==> src/rtl/mmm_pkg.sv <==
// Shared fetch-path definitions: address width, line geometry and the
// line refill FSM state encoding.
package mmm_pkg;

    localparam int XLEN          = 32;
    localparam int OFFSET        = 2;   // byte offset within an instruction word
    localparam int ICACHE_OFFSET = 2;   // word offset within a line
    localparam int LINE_TAG_LSB  = ICACHE_OFFSET + OFFSET;
    localparam int ICACHE_LINE_W = 8 << LINE_TAG_LSB;

    typedef enum logic [1:0] {
        IDLE,
        REQ,
        WAIT
    } line_fetch_state_t;

    // Clear the within-line offset bits of an address.
    function automatic logic [XLEN-1:0] line_align(input logic [XLEN-1:0] a);
        logic [XLEN-1:0] m;
        m = '1;
        m[LINE_TAG_LSB-1:0] = '0;
        return a & m;
    endfunction

endpackage

==> src/rtl/icache_line_fetch_ctrl_presence_check.sv <==
// presence_check: line-granular tag compare for the single-line fetch buffer.
// here_o           - pc_i falls in the currently valid buffered line.
// will_be_here_o   - pc_i falls in the line last requested from memory.
module presence_check
    import mmm_pkg::*;
(
    input  logic [XLEN-1:0] pc_i,
    input  logic [XLEN-1:0] prev_pc_i,
    input  logic [XLEN-1:0] line_pc_i,
    input  logic            line_valid_i,
    output logic            here_o,
    output logic            will_be_here_o
);

    assign here_o         = line_valid_i && (line_align(pc_i) == line_align(line_pc_i));
    assign will_be_here_o = (line_align(pc_i) == line_align(prev_pc_i));

endmodule

==> src/rtl/icache_line_fetch_ctrl.sv <==
// icache_line_fetch_ctrl: refill controller for the single-line instruction
// fetch buffer. Classifies each fetch as hit / wait-on-refill / new miss,
// runs the memory request/response handshake and owns the line tag + valid.
// Optional build macro LINE_FETCH_PERF_EN adds saturating hit/miss counters.
module icache_line_fetch_ctrl
    import mmm_pkg::*;
#(
    parameter int LINE_W = ICACHE_LINE_W
`ifdef LINE_FETCH_PERF_EN
    ,
    parameter int PERF_CNT_W = 32
`endif
) (
    input  logic              clk_i,
    input  logic              rst_n_i,
    input  logic              flush_i,
    input  logic              fetch_valid_i,
    input  logic [XLEN-1:0]   pc_i,
    output logic              fetch_hit_o,
    output logic [XLEN-1:0]   line_pc_o,
    output logic              line_valid_o,
    output logic              line_we_o,
    output logic [LINE_W-1:0] line_data_o,
    output logic              mem_req_valid_o,
    input  logic              mem_req_ready_i,
    output logic [XLEN-1:0]   mem_req_addr_o,
    input  logic              mem_resp_valid_i,
    input  logic [LINE_W-1:0] mem_resp_data_i
`ifdef LINE_FETCH_PERF_EN
    ,
    output logic [PERF_CNT_W-1:0] perf_hit_cnt_o,
    output logic [PERF_CNT_W-1:0] perf_miss_cnt_o
`endif
);

    line_fetch_state_t state_q, state_d;
    logic [XLEN-1:0]   req_pc_q, req_pc_d;
    logic [XLEN-1:0]   line_pc_q, line_pc_d;
    logic              line_valid_q, line_valid_d;
    logic              discard_q, discard_d;

    logic here, will_be_here, pending, wbh, miss_start;

    presence_check u_presence (
        .pc_i          (pc_i),
        .prev_pc_i     (req_pc_q),
        .line_pc_i     (line_pc_q),
        .line_valid_i  (line_valid_q),
        .here_o        (here),
        .will_be_here_o(will_be_here)
    );

    // A refill is pending from request issue until its response; a discarded
    // refill no longer counts as bringing the line in.
    assign pending     = (state_q == REQ) || (state_q == WAIT);
    assign wbh         = will_be_here && pending && !discard_q;
    assign fetch_hit_o = here && fetch_valid_i;

    assign line_pc_o      = line_pc_q;
    assign line_valid_o   = line_valid_q;
    assign line_data_o    = mem_resp_data_i;
    assign mem_req_addr_o = line_align(req_pc_q);

    // State, tag and discard registers.
    always_ff @(posedge clk_i or negedge rst_n_i) begin
        if (!rst_n_i) begin
            state_q      <= IDLE;
            req_pc_q     <= '0;
            line_pc_q    <= '0;
            line_valid_q <= 1'b0;
            discard_q    <= 1'b0;
        end else begin
            state_q      <= state_d;
            req_pc_q     <= req_pc_d;
            line_pc_q    <= line_pc_d;
            line_valid_q <= line_valid_d;
            discard_q    <= discard_d;
        end
    end

    // Next-state, request/write strobes, flush handling.
    always_comb begin
        state_d         = state_q;
        req_pc_d        = req_pc_q;
        line_pc_d       = line_pc_q;
        line_valid_d    = line_valid_q;
        discard_d       = discard_q;
        mem_req_valid_o = 1'b0;
        line_we_o       = 1'b0;
        miss_start      = 1'b0;

        unique case (state_q)
            IDLE: begin
                if (fetch_valid_i && !here && !wbh) begin
                    state_d    = REQ;
                    req_pc_d   = pc_i;
                    miss_start = 1'b1;
                end
            end
            REQ: begin
                // Held regardless of flush: once raised, the request must complete.
                mem_req_valid_o = 1'b1;
                if (mem_req_ready_i) state_d = WAIT;
            end
            WAIT: begin
                if (mem_resp_valid_i) begin
                    state_d = IDLE;
                    // A flush arriving with the data also kills the write.
                    if (!discard_q && !flush_i) begin
                        line_we_o    = 1'b1;
                        line_pc_d    = req_pc_q;
                        line_valid_d = 1'b1;
                    end
                end
            end
            default: state_d = IDLE;
        endcase

        if (flush_i) begin
            line_valid_d = 1'b0;
            if (pending) discard_d = 1'b1;
        end
        if (state_d == IDLE) discard_d = 1'b0;
    end

`ifdef LINE_FETCH_PERF_EN
    logic [PERF_CNT_W-1:0] hit_cnt_q, miss_cnt_q;

    assign perf_hit_cnt_o  = hit_cnt_q;
    assign perf_miss_cnt_o = miss_cnt_q;

    // Saturating counters: hit cycles and IDLE->REQ transitions.
    always_ff @(posedge clk_i or negedge rst_n_i) begin
        if (!rst_n_i) begin
            hit_cnt_q  <= '0;
            miss_cnt_q <= '0;
        end else begin
            if (fetch_hit_o && (hit_cnt_q != '1))
                hit_cnt_q <= hit_cnt_q + PERF_CNT_W'(1);
            if (miss_start && (miss_cnt_q != '1))
                miss_cnt_q <= miss_cnt_q + PERF_CNT_W'(1);
        end
    end
`endif

endmodule

==> config.mk <==
export PLATFORM = sky130hd
export DESIGN_NAME = icache_line_fetch_ctrl
export DESIGN_NICKNAME = d
export VERILOG_FILES = /design/src/rtl/mmm_pkg.sv /design/src/rtl/icache_line_fetch_ctrl_presence_check.sv /design/src/rtl/icache_line_fetch_ctrl.sv
export SDC_FILE = /design/constraint.sdc
export NUM_CORES = 1
export LEC_CHECK = 0
export ABC_AREA = 0
export BUFFER_PORTS_ARGS = -buffer_cell sky130_fd_sc_hd__buf_2
export CAP_MARGIN = 20
export CORE_AREA = 2 2 140 142
export CTS_BUF_LIST = sky130_fd_sc_hd__clkbuf_8
export CTS_CLUSTER_SIZE = 28
export DETAILED_ROUTE_END_ITERATION = 8
export DIE_AREA = 0 0 142 144
export GPL_TIMING_DRIVEN = 1
export PLACE_DENSITY = 0.65
export SYNTH_ARGS = -nofsm -noshare
export SYNTH_HDL_FRONTEND = slang
export SYNTH_SLANG_ARGS = --single-unit
==> constraint.sdc <==
create_clock -name clk_i -period 2.73 [get_ports clk_i]
set_clock_uncertainty 0.05 [all_clocks]
set_input_delay 0.819 -clock clk_i [delete_from_list [all_inputs] [get_ports clk_i]]
set_output_delay 0.819 -clock clk_i [all_outputs]
set_load 0.02 [all_outputs]
==> impl_metrics.json, run 1 <==
{
  "chipWidth_um": 142,
  "p_per_area_mw_per_mm2": 1180,
  "synthesis.instances": 415,
  "coreArea_mm2": 0.0191,
  "fmax_mhz": 310,
  "cp-startpoint": "pc_i[18]",
  "p_clk_share_pct": 13.9,
  "antenna_found_initial": 1,
  "grt_pass1_wl_um": 20100,
  "drive_gt1_share_pct": 55.1,
  "slew_violations": 0,
  "timing.final.crit_share_pct": 118,
  "slew_headroom_pct": 62.8,
  "drc": 0,
  "power_frac_seq_pct": 36.1,
  "io_pins": 362,
  "worst_slew_pin_slew_ps": 558,
  "cp_slowest_stage_delay_ps": 510,
  "drtPass1Iterations": 4,
  "end_kind": "primary output",
  "critPathBufInv": 2,
  "wl_per_cell_um": 23.1,
  "layout_setup_ws_ps": -496,
  "reg2reg_depth": 7,
  "setup_tns_ps": -496,
  "clk_latency_ps": 350,
  "status": "finished, violations left",
  "ys_types": 34,
  "yosysSeqAreaShare_pct": 37.3,
  "crit_type": "in2out",
  "final_core_util_pct": 24.5,
  "cpLargestDelayFamily": "simple AND/OR/NAND/NOR gates",
  "portBuffers": 101,
  "setup_viol": 1,
  "finalHoldViolCount": 0,
  "rsz0062_at_grt": "true",
  "cts_root_buffer": "clkbuf_8",
  "place_congestion": 0.741,
  "cts_htree_levels": 3,
  "syn-cell-area_mm2": 0.00456,
  "cts_inserted_buffers": 9,
  "grt_max_degree": 34,
  "power.switching_w": 0.00234,
  "rows": 51,
  "yosysWarnings": 0,
  "grtUsageTotal_pct": 14.0,
  "drt_iter0_drc": 61,
  "worst-path-stages": 7,
  "cts_tree": "done",
  "synth_seq_cells": 68,
  "num_antenna_cells": 0,
  "dpl_worst_slack_ps": -534,
  "die-height_um": 144,
  "syn_to_final_growth_pct": 2.63,
  "grt_overflow": 0,
  "grt_pass1_vias": 2759,
  "postSynthAreaPerCell_um2": 11.0,
  "violations": "negative setup slack",
  "swShare_pct": 42.4,
  "dr_total_vias": 2670,
  "viasPerCell": 4.18,
  "die_area_mm2": 0.0204,
  "cp_cell_sequence": "buf_8, xor2_2, or4_1, nand4bb_1, nor4_1, and3_2, buf_6",
  "peakVddDrop_mv": 0.468,
  "p_comb_share_pct": 50.0,
  "fin_nets": 568,
  "power.leakage_nw": 2.09,
  "timing.hold.ws_ps": 404,
  "finalPower_w": 0.00552,
  "cp-start-kind": "primary input",
  "slowest_stage": "or4_1",
  "worstPathMaxFanout": 2,
  "r2r-start": "line_pc_o[31]",
  "clkTransAtPathRegs_ps": 70,
  "finalCriticalPeriod_ps": 3230,
  "clockBufferDepth": 2,
  "start_util_pct": 23.9,
  "antenna_left": 0,
  "totalWireLength_um": 14800,
  "crit_required_ps": 1860,
  "hold_class": "in2async",
  "max_cap_viol_count": 0,
  "critPathArrivalTime_ps": 2360,
  "internal-power_w": 0.00317,
  "dp.final_hpwl_um": 12600,
  "clock_sinks": 68
}
logic make-up after synthesis:
group,Yosys count,share of synthesized area [%]
buffers and inverters,171,27.7
adders and majority gates,4,1.10
AOI/OAI and AO/OA,13,1.87
xor gates and xnor gates,56,10.8
and+or+nand+nor,38,5.32
muxes,64,15.8
DFF,68,37.3
other,1,0.0822
state kept, by name (all words and copies together) (netlist names):
name and count:
line_pc_o 32, req_pc_q 32, state_q 2, discard_q 1
line_valid_o 1
per-stage QoR:
step / instances / cell area, um2
global route: 639 / 4680
global placement: 625 / 4450
floorplan: 418 / 4570
finish: 639 / 4680
CTS: 639 / 4660
detailed placement: 625 / 4450
cells in the final DEF (no fill, tap or decap), types with 2 or more instances in the layout:
cell type	netlist	final
mux2_2	64	64
ha_1	4	4
a21oi_1	4	4
xnor2_1	47	46
nand4_1	10	10
xor2_2	0	2
o21ai_0	2	2
clkbuf_8	0	12
o31ai_1	2	2
clkinv_2	0	2
nand3_1	2	2
nor4_1	6	5
dfrtp_1	68	68
nor2_1	2	2
conb_1	1	4
nand4b_1	2	2
nor2b_1	2	2
or4_1	2	2
inv_1	4	4
xor2_1	9	7
buf_12	0	4
buf_6	3	2
nand2_1	5	5
buf_4	160	31
buf_2	0	98
synthesized netlist by cell type, drive strengths merged:
master,number,share of area (%)
nand4b,2,0.38
buf,165,27
xnor2,47,9.0
nor2,2,0.16
nand2,5,0.41
or4,2,0.33
xor2,9,1.7
nor4,6,0.82
nand4,10,1.4
nor2b,2,0.27
a21o,1,0.16
a22oi,1,0.16
nand4bb,1,0.25
mux2,64,16
o21ai,2,0.22
clkbuf,2,0.16
dfrtp,68,37
ha,4,1.1
a21oi,4,0.44
nand3,3,0.44
inv,4,0.33
nand2b,1,0.14
a41o,1,0.22
nor4bb,1,0.22
nand3b,1,0.16
or4b,1,0.22
o31ai,2,0.33
conb,1,0.082
and3,1,0.14
a31oi,1,0.14
o22a,1,0.19
cell type report:
cell class | instances | area, um2
Timing Repair Buffer | 136 | 841
Fill cell | 1992 | 14400
Tap cell | 238 | 298
Inverter | 4 | 15.0
Clock inverter | 2 | 10.0
Sequential cell | 68 | 1700
Clock buffer | 12 | 165
Multi-Input combinational cell | 179 | 1650
timing repair:
action                     in CTS  in global routing
hold buffers                    0                  0
setup endpoints to repair       1                 33
buffers inserted                0                  0
pin swaps                       1                  2
gates resized for setup         6                  3
power groups by stage:
stage | clock network, W | registers [W] | logic, W
2_1_floorplan | 0 | 0.00218 | 0.00202
3_3_place_gp | 0 | 0.00198 | 0.00276
3_5_place_dp | 0 | 0.00201 | 0.00279
4_1_cts | 0.000797 | 0.00199 | 0.00280
5_1_grt | 0.000845 | 0.00207 | 0.00296
6_report | 0.000767 | 0.00199 | 0.00276
layer usage:
layer,routed length [um],GRT usage [%],vias to the layer above
met3,2440,10.0,43
met1,4340,12.3,1260
li1,-,-,1180
met4,521,6.47,2
met5,16,0,-
met2,7440,24.1,185
final timing paths:
| path | to | slack, ps |
|---|---|---|
| setup / recovery | fetch_hit_o | -500 |
| hold / removal | req_pc_q[8] | 400 |
| setup reg to reg | req_pc_q[24] | 250 |
| hold reg to reg | line_pc_o[0] | 460 |
| max in group asynchronous | req_pc_q[15] | 1470 |
| min in group clk_i | line_pc_o[0] | 460 |
Power figures use the tool's default switching activity.
==> inputs of run 2 (changes only) <==
--- a/config.mk
+++ b/config.mk
@@ -8,13 +8,13 @@
 export ABC_AREA = 0
 export BUFFER_PORTS_ARGS = -buffer_cell sky130_fd_sc_hd__buf_2
 export CAP_MARGIN = 20
-export CORE_AREA = 2 2 140 142
+export CORE_AREA = 2 2 141 143
 export CTS_BUF_LIST = sky130_fd_sc_hd__clkbuf_8
 export CTS_CLUSTER_SIZE = 28
 export DETAILED_ROUTE_END_ITERATION = 8
-export DIE_AREA = 0 0 142 144
+export DIE_AREA = 0 0 143 145
 export GPL_TIMING_DRIVEN = 1
-export PLACE_DENSITY = 0.65
+export PLACE_DENSITY = 0.62
 export SYNTH_ARGS = -nofsm -noshare
 export SYNTH_HDL_FRONTEND = slang
 export SYNTH_SLANG_ARGS = --single-unit
==> constraint.sdc (replaced) <==
create_clock -name clk_i -period 3.4 [get_ports clk_i]
set_clock_uncertainty 0.05 [all_clocks]
set_input_delay 1.02 -clock clk_i [delete_from_list [all_inputs] [get_ports clk_i]]
set_output_delay 1.02 -clock clk_i [all_outputs]
set_load 0.02 [all_outputs]
==> run 2 against run 1 <==
  * The flow still finishes with violations (negative setup slack)
  * Sequential share of layout area is 0.49 points higher
  * Largest power group unchanged
  * Setup slack better by 300 ps
  * Highest routed layer is now met4
  * Non-clock buffer count is 16 lower
  * Core utilization is 0.49 points lower
  * Sequential cell count stayed put
  * Power is 17% lower
  * Worst hold slack better by 54 ps
==> impl_metrics.json, run 2 (synthesis gave the netlist of run 1 again) <==
{
  "chipWidth_um": 143,
  "violations": "negative setup slack",
  "die-height_um": 145,
  "cts_htree_levels": 3,
  "die_area_mm2": 0.0207,
  "grt_pass1_vias": 2752,
  "start_util_pct": 23.7,
  "rsz0062_at_grt": "true",
  "max_cap_viol_count": 0,
  "fin_nets": 552,
  "cts_inserted_buffers": 9,
  "coreArea_mm2": 0.0192,
  "drtPass1Iterations": 4,
  "clkTransAtPathRegs_ps": 80,
  "worst_slew_pin_slew_ps": 975,
  "dpl_worst_slack_ps": -356,
  "totalWireLength_um": 13700,
  "multi_input_area_mm2": 0.00163,
  "rows": 51,
  "grt_pass1_wl_um": 19200,
  "cp-start-kind": "primary input",
  "final_cell_mix": "buf_2 (98), dfrtp_1 (68), mux2_2 (64)",
  "crit_required_ps": 2330,
  "syn_to_final_growth_pct": 1.26,
  "clk_latency_ps": 360,
  "wl_per_cell_um": 21.0,
  "drc": 0,
  "grt_overflow": 0,
  "io_pins": 362,
  "worstPathMaxFanout": 2,
  "setup_tns_ps": -198,
  "place_congestion": 0.758,
  "viasPerCell": 4.13,
  "finalHoldViolCount": 0,
  "timing.hold.ws_ps": 459,
  "cts_tree": "done",
  "clockBufferDepth": 2,
  "drive_gt1_share_pct": 52.7,
  "regArea_mm2": 0.00170,
  "dp.final_hpwl_um": 11300,
  "slew_headroom_pct": 35.0,
  "nFillCells": 2068,
  "status": "finished, violations left",
  "fmax_mhz": 278,
  "slew_violations": 0,
  "p_per_area_mw_per_mm2": 987,
  "grt_max_degree": 40,
  "peakVddDrop_mv": 0.463,
  "end_kind": "primary output",
  "finalCriticalPeriod_ps": 3600,
  "grtUsageTotal_pct": 12.9,
  "clock_sinks": 68,
  "critPathArrivalTime_ps": 2530,
  "dpl_cell_area_mm2": 0.00433,
  "drt_iter0_drc": 57,
  "cts_root_buffer": "clkbuf_8",
  "antenna_found_initial": 0,
  "timing.final.crit_share_pct": 106,
  "setup_viol": 1,
  "crit_type": "in2out",
  "power.leakage_nw": 2.02,
  "hold_class": "reg2reg",
  "layout_setup_ws_ps": -198,
  "dr_total_vias": 2696,
  "antenna_left": 0,
  "design_area_mm2": 0.00462,
  "final_common_cell": "buf_2",
  "portBuffers": 101
}
-- run 2: cell count changes in the layout (fill, tap and decap cells not counted), sizes merged --
| cell | delta |
|---|---|
| clkbuf | -3 |
| clkinvlp | +1 |
| inv | +1 |
| buf | -16 |
| bufinv | +3 |
| diode | +1 |
-- run 2: cell type report --
| class | instances | area share [%] |
|---|---|---|
| antenna | 1 | 0.0542 |
| clock buffer | 9 | 2.68 |
| clock inverter | 7 | 2.68 |
| inverter | 4 | 0.325 |
| multi-input combinational | 179 | 35.2 |
| sequential | 68 | 36.9 |
| tap | 265 | 7.18 |
| timing repair buffer | 120 | 15.0 |
-- run 2: path summary, 6_finish.rpt --
path | startpoint | to | slack [ps] | cells after the start
worst max-delay path | pc_i[18] | fetch_hit_o | -200 | 7
worst min-delay path | line_pc_o[3] | line_pc_o[3] | 460 | 1
worst min register to register | line_pc_o[3] | line_pc_o[3] | 460 | 1
min in group asynchronous | rst_n_i | line_pc_o[10] | 770 | 1
worst max register to register | line_pc_o[6] | req_pc_q[22] | 840 | 8
max in group asynchronous | rst_n_i | req_pc_q[11] | 1850 | 2
-- run 2: what timing repair did --
action                     CTS  global route
gates resized for setup      4             1
pin swaps                    4             0
buffers inserted             1             0
setup endpoints to repair    1             1
hold buffers                 0             0
-- run 2: critical path: stages --
cell	delay, ps
buf_6	90
xor2_1	140
or4_1	530
nand4bb_1	230
nor4_2	160
and3_2	240
buf_6	120
-- run 2: per-stage QoR --
| stage | power [W] | instances | utilization, % |
|---|---|---|---|
| 2_1_floorplan | 0.00338 | 418 | - |
| 3_3_place_gp | 0.00374 | 635 | 22.6 |
| 3_5_place_dp | 0.00377 | 635 | 22.6 |
| 4_1_cts | 0.00464 | 652 | 24.0 |
| 5_1_grt | 0.00485 | 652 | 24.0 |
| 6_report | 0.00456 | 653 | 24.0 |
-- run 2: layer usage --
metal  part of all wire, %  vias to the layer above  global-route usage [%]
li1                      -                     1160                       -
met1                    33                     1301                    13.0
met2                    50                      189                    21.6
met3                    14                       46                    7.16
met4                   3.3                        0                    5.89
met5                     0                        -                       0
-- run 2: report_power, final --
| group | internal (W) | switching [W] | total, W |
|---|---|---|---|
| registers | 0.00120 | 0.000402 | 0.00160 |
| clock network | 0.000492 | 0.000344 | 0.000836 |
| logic | 0.000961 | 0.00116 | 0.00212 |
| total | 0.00266 | 0.00190 | 0.00456 |
==> inputs of run 3 (changes only) <==
--- a/config.mk
+++ b/config.mk
@@ -7,14 +7,14 @@
 export LEC_CHECK = 0
 export ABC_AREA = 0
 export BUFFER_PORTS_ARGS = -buffer_cell sky130_fd_sc_hd__buf_2
-export CAP_MARGIN = 20
+export CAP_MARGIN = 5
 export CORE_AREA = 2 2 141 143
 export CTS_BUF_LIST = sky130_fd_sc_hd__clkbuf_8
 export CTS_CLUSTER_SIZE = 28
 export DETAILED_ROUTE_END_ITERATION = 8
 export DIE_AREA = 0 0 143 145
 export GPL_TIMING_DRIVEN = 1
-export PLACE_DENSITY = 0.62
+export PLACE_DENSITY = 0.51
 export SYNTH_ARGS = -nofsm -noshare
 export SYNTH_HDL_FRONTEND = slang
 export SYNTH_SLANG_ARGS = --single-unit
==> run 3 against run 2 <==
  * The flow still finishes with violations (negative setup slack)
  * Clock-buffer cell count up 3
  * Final cell count down 1.1%
  * Core utilization down 0.32 points
  * Setup slack better by 63 ps
  * Non-clock buffer count down 7
  * Design area down 1.3%
  * Combinational power about the same
==> impl_metrics.json, run 3 (synthesis gave the netlist of run 1 again) <==
{
  "status": "finished, violations left",
  "violations": "negative setup slack",
  "grt_overflow": 0,
  "place_congestion": 0.794,
  "grt_pass1_vias": 2917,
  "rows": 51,
  "wl_per_cell_um": 26.5,
  "die-height_um": 145,
  "grt_pass1_wl_um": 23200,
  "power.switching_w": 0.00188,
  "drc": 0,
  "totalWireLength_um": 17100,
  "worstPathMaxFanout": 2,
  "grtUsageTotal_pct": 15.9,
  "end_kind": "primary output",
  "finalCriticalPeriod_ps": 3530,
  "power.leakage_nw": 1.99,
  "final_cells": 646,
  "dr_total_vias": 2687,
  "antenna_found_initial": 1,
  "slew_headroom_pct": 40.4,
  "p_comb_share_pct": 47.1,
  "fin_nets": 545,
  "chipWidth_um": 143,
  "layout_setup_ws_ps": -135,
  "dpl_worst_slack_ps": -276,
  "final_cell_mix": "buf_2 (99), dfrtp_1 (68), mux2_2 (64)",
  "dp.final_hpwl_um": 14600,
  "start_util_pct": 23.7,
  "cts_root_buffer": "clkbuf_8",
  "final_core_util_pct": 23.7,
  "timing.final.crit_share_pct": 104,
  "timing.hold.ws_ps": 458,
  "clk_latency_ps": 350,
  "clockBufferDepth": 2,
  "rsz0062_at_grt": "true",
  "cts_htree_levels": 3,
  "io_pins": 362,
  "viasPerCell": 4.16,
  "max_cap_viol_count": 0,
  "cts_tree": "done",
  "syn_to_final_growth_pct": -0.0823,
  "internal-power_w": 0.00264,
  "setup_viol": 1,
  "power_frac_seq_pct": 35.4,
  "die_area_mm2": 0.0207,
  "finalHoldViolCount": 0,
  "drtPass1Iterations": 5,
  "critPathArrivalTime_ps": 2460,
  "dp.cells": 629,
  "cts_inserted_buffers": 9,
  "p_clk_share_pct": 17.4,
  "peakVddDrop_mv": 0.381,
  "worst_slew_pin_slew_ps": 894,
  "final_common_cell": "buf_2",
  "hold_class": "reg2reg",
  "portBuffers": 101,
  "crit_type": "in2out",
  "clock_sinks": 68,
  "crit_required_ps": 2330,
  "slew_violations": 0,
  "cp-start-kind": "primary input",
  "clkTransAtPathRegs_ps": 70,
  "antenna_left": 0,
  "ctsHoldBuffers": 0,
  "drive_gt1_share_pct": 51.8,
  "fmax_mhz": 283,
  "swShare_pct": 41.6,
  "grt_max_degree": 69,
  "drt_iter0_drc": 84,
  "coreArea_mm2": 0.0192,
  "p_per_area_mw_per_mm2": 994
}
==> run 3: power by group through the flow <==
stage                     Combinational [W]  Sequential, W  Clock (W)
after floorplan                     0.00162        0.00175          0
after global placement              0.00214        0.00158          0
after detailed placement            0.00216        0.00161          0
after CTS                           0.00217        0.00160   0.000818
after global routing                0.00229        0.00167   0.000855
final                               0.00213        0.00160   0.000789
==> run 3: repair_timing <==
item                                    CTS  global route
pin swaps                                 4             1
gates resized for setup                   4             1
endpoints found under the setup margin    1             1
buffers inserted                          0             0
==> run 3: worst max-delay path, stage by stage <==
cell       delay (ps)
buf_2             110
xor2_1            140
or4_1             510
nand4bb_1         200
nor4_1            150
and3_2            220
buf_6             120
==> run 3: per-layer routing <==
layer / GRT usage [%] / up-vias / share of wire (%) / routed length [um]
met2: 25.6 / 271 / 46 / 7940
met3: 16.2 / 20 / 24 / 4090
met5: 1.00 / - / 0 / 0
met4: 3.71 / 0 / 1.4 / 241
li1: - / 1152 / - / -
met1: 13.6 / 1244 / 28 / 4840
==> run 3: cell type report <==
| cell class | count | area [um2] |
|---|---|---|
| Multi-Input combinational cell | 179 | 1640 |
| Inverter | 4 | 15.0 |
| Sequential cell | 68 | 1700 |
| Antenna cell | 1 | 2.50 |
| Fill cell | 2077 | 14700 |
| Clock buffer | 12 | 165 |
| Timing Repair Buffer | 113 | 633 |
| Clock inverter | 4 | 71.3 |
| Tap cell | 265 | 332 |
==> run 3: path summary, 6_finish.rpt <==
kind | startpoint | endpoint | slack (ps) | depth (start not counted)
max reg2reg | line_pc_o[31] | req_pc_q[29] | 900 | 7
max | pc_i[11] | fetch_hit_o | -130 | 7
min in group asynchronous | rst_n_i | line_pc_o[20] | 840 | 2
max in group asynchronous | rst_n_i | req_pc_q[29] | 1890 | 2
min | req_pc_q[3] | req_pc_q[3] | 460 | 1
min reg2reg | req_pc_q[3] | req_pc_q[3] | 460 | 1
==> run 3: through the flow <==
step	instance area, um2	setup TNS [ps]	total power [W]
after floorplan	4570	0	0.00338
after global placement	4290	-251	0.00372
after detailed placement	4290	-276	0.00377
after CTS	4550	-129	0.00459
after global routing	4560	-196	0.00482
final	4560	-135	0.00453
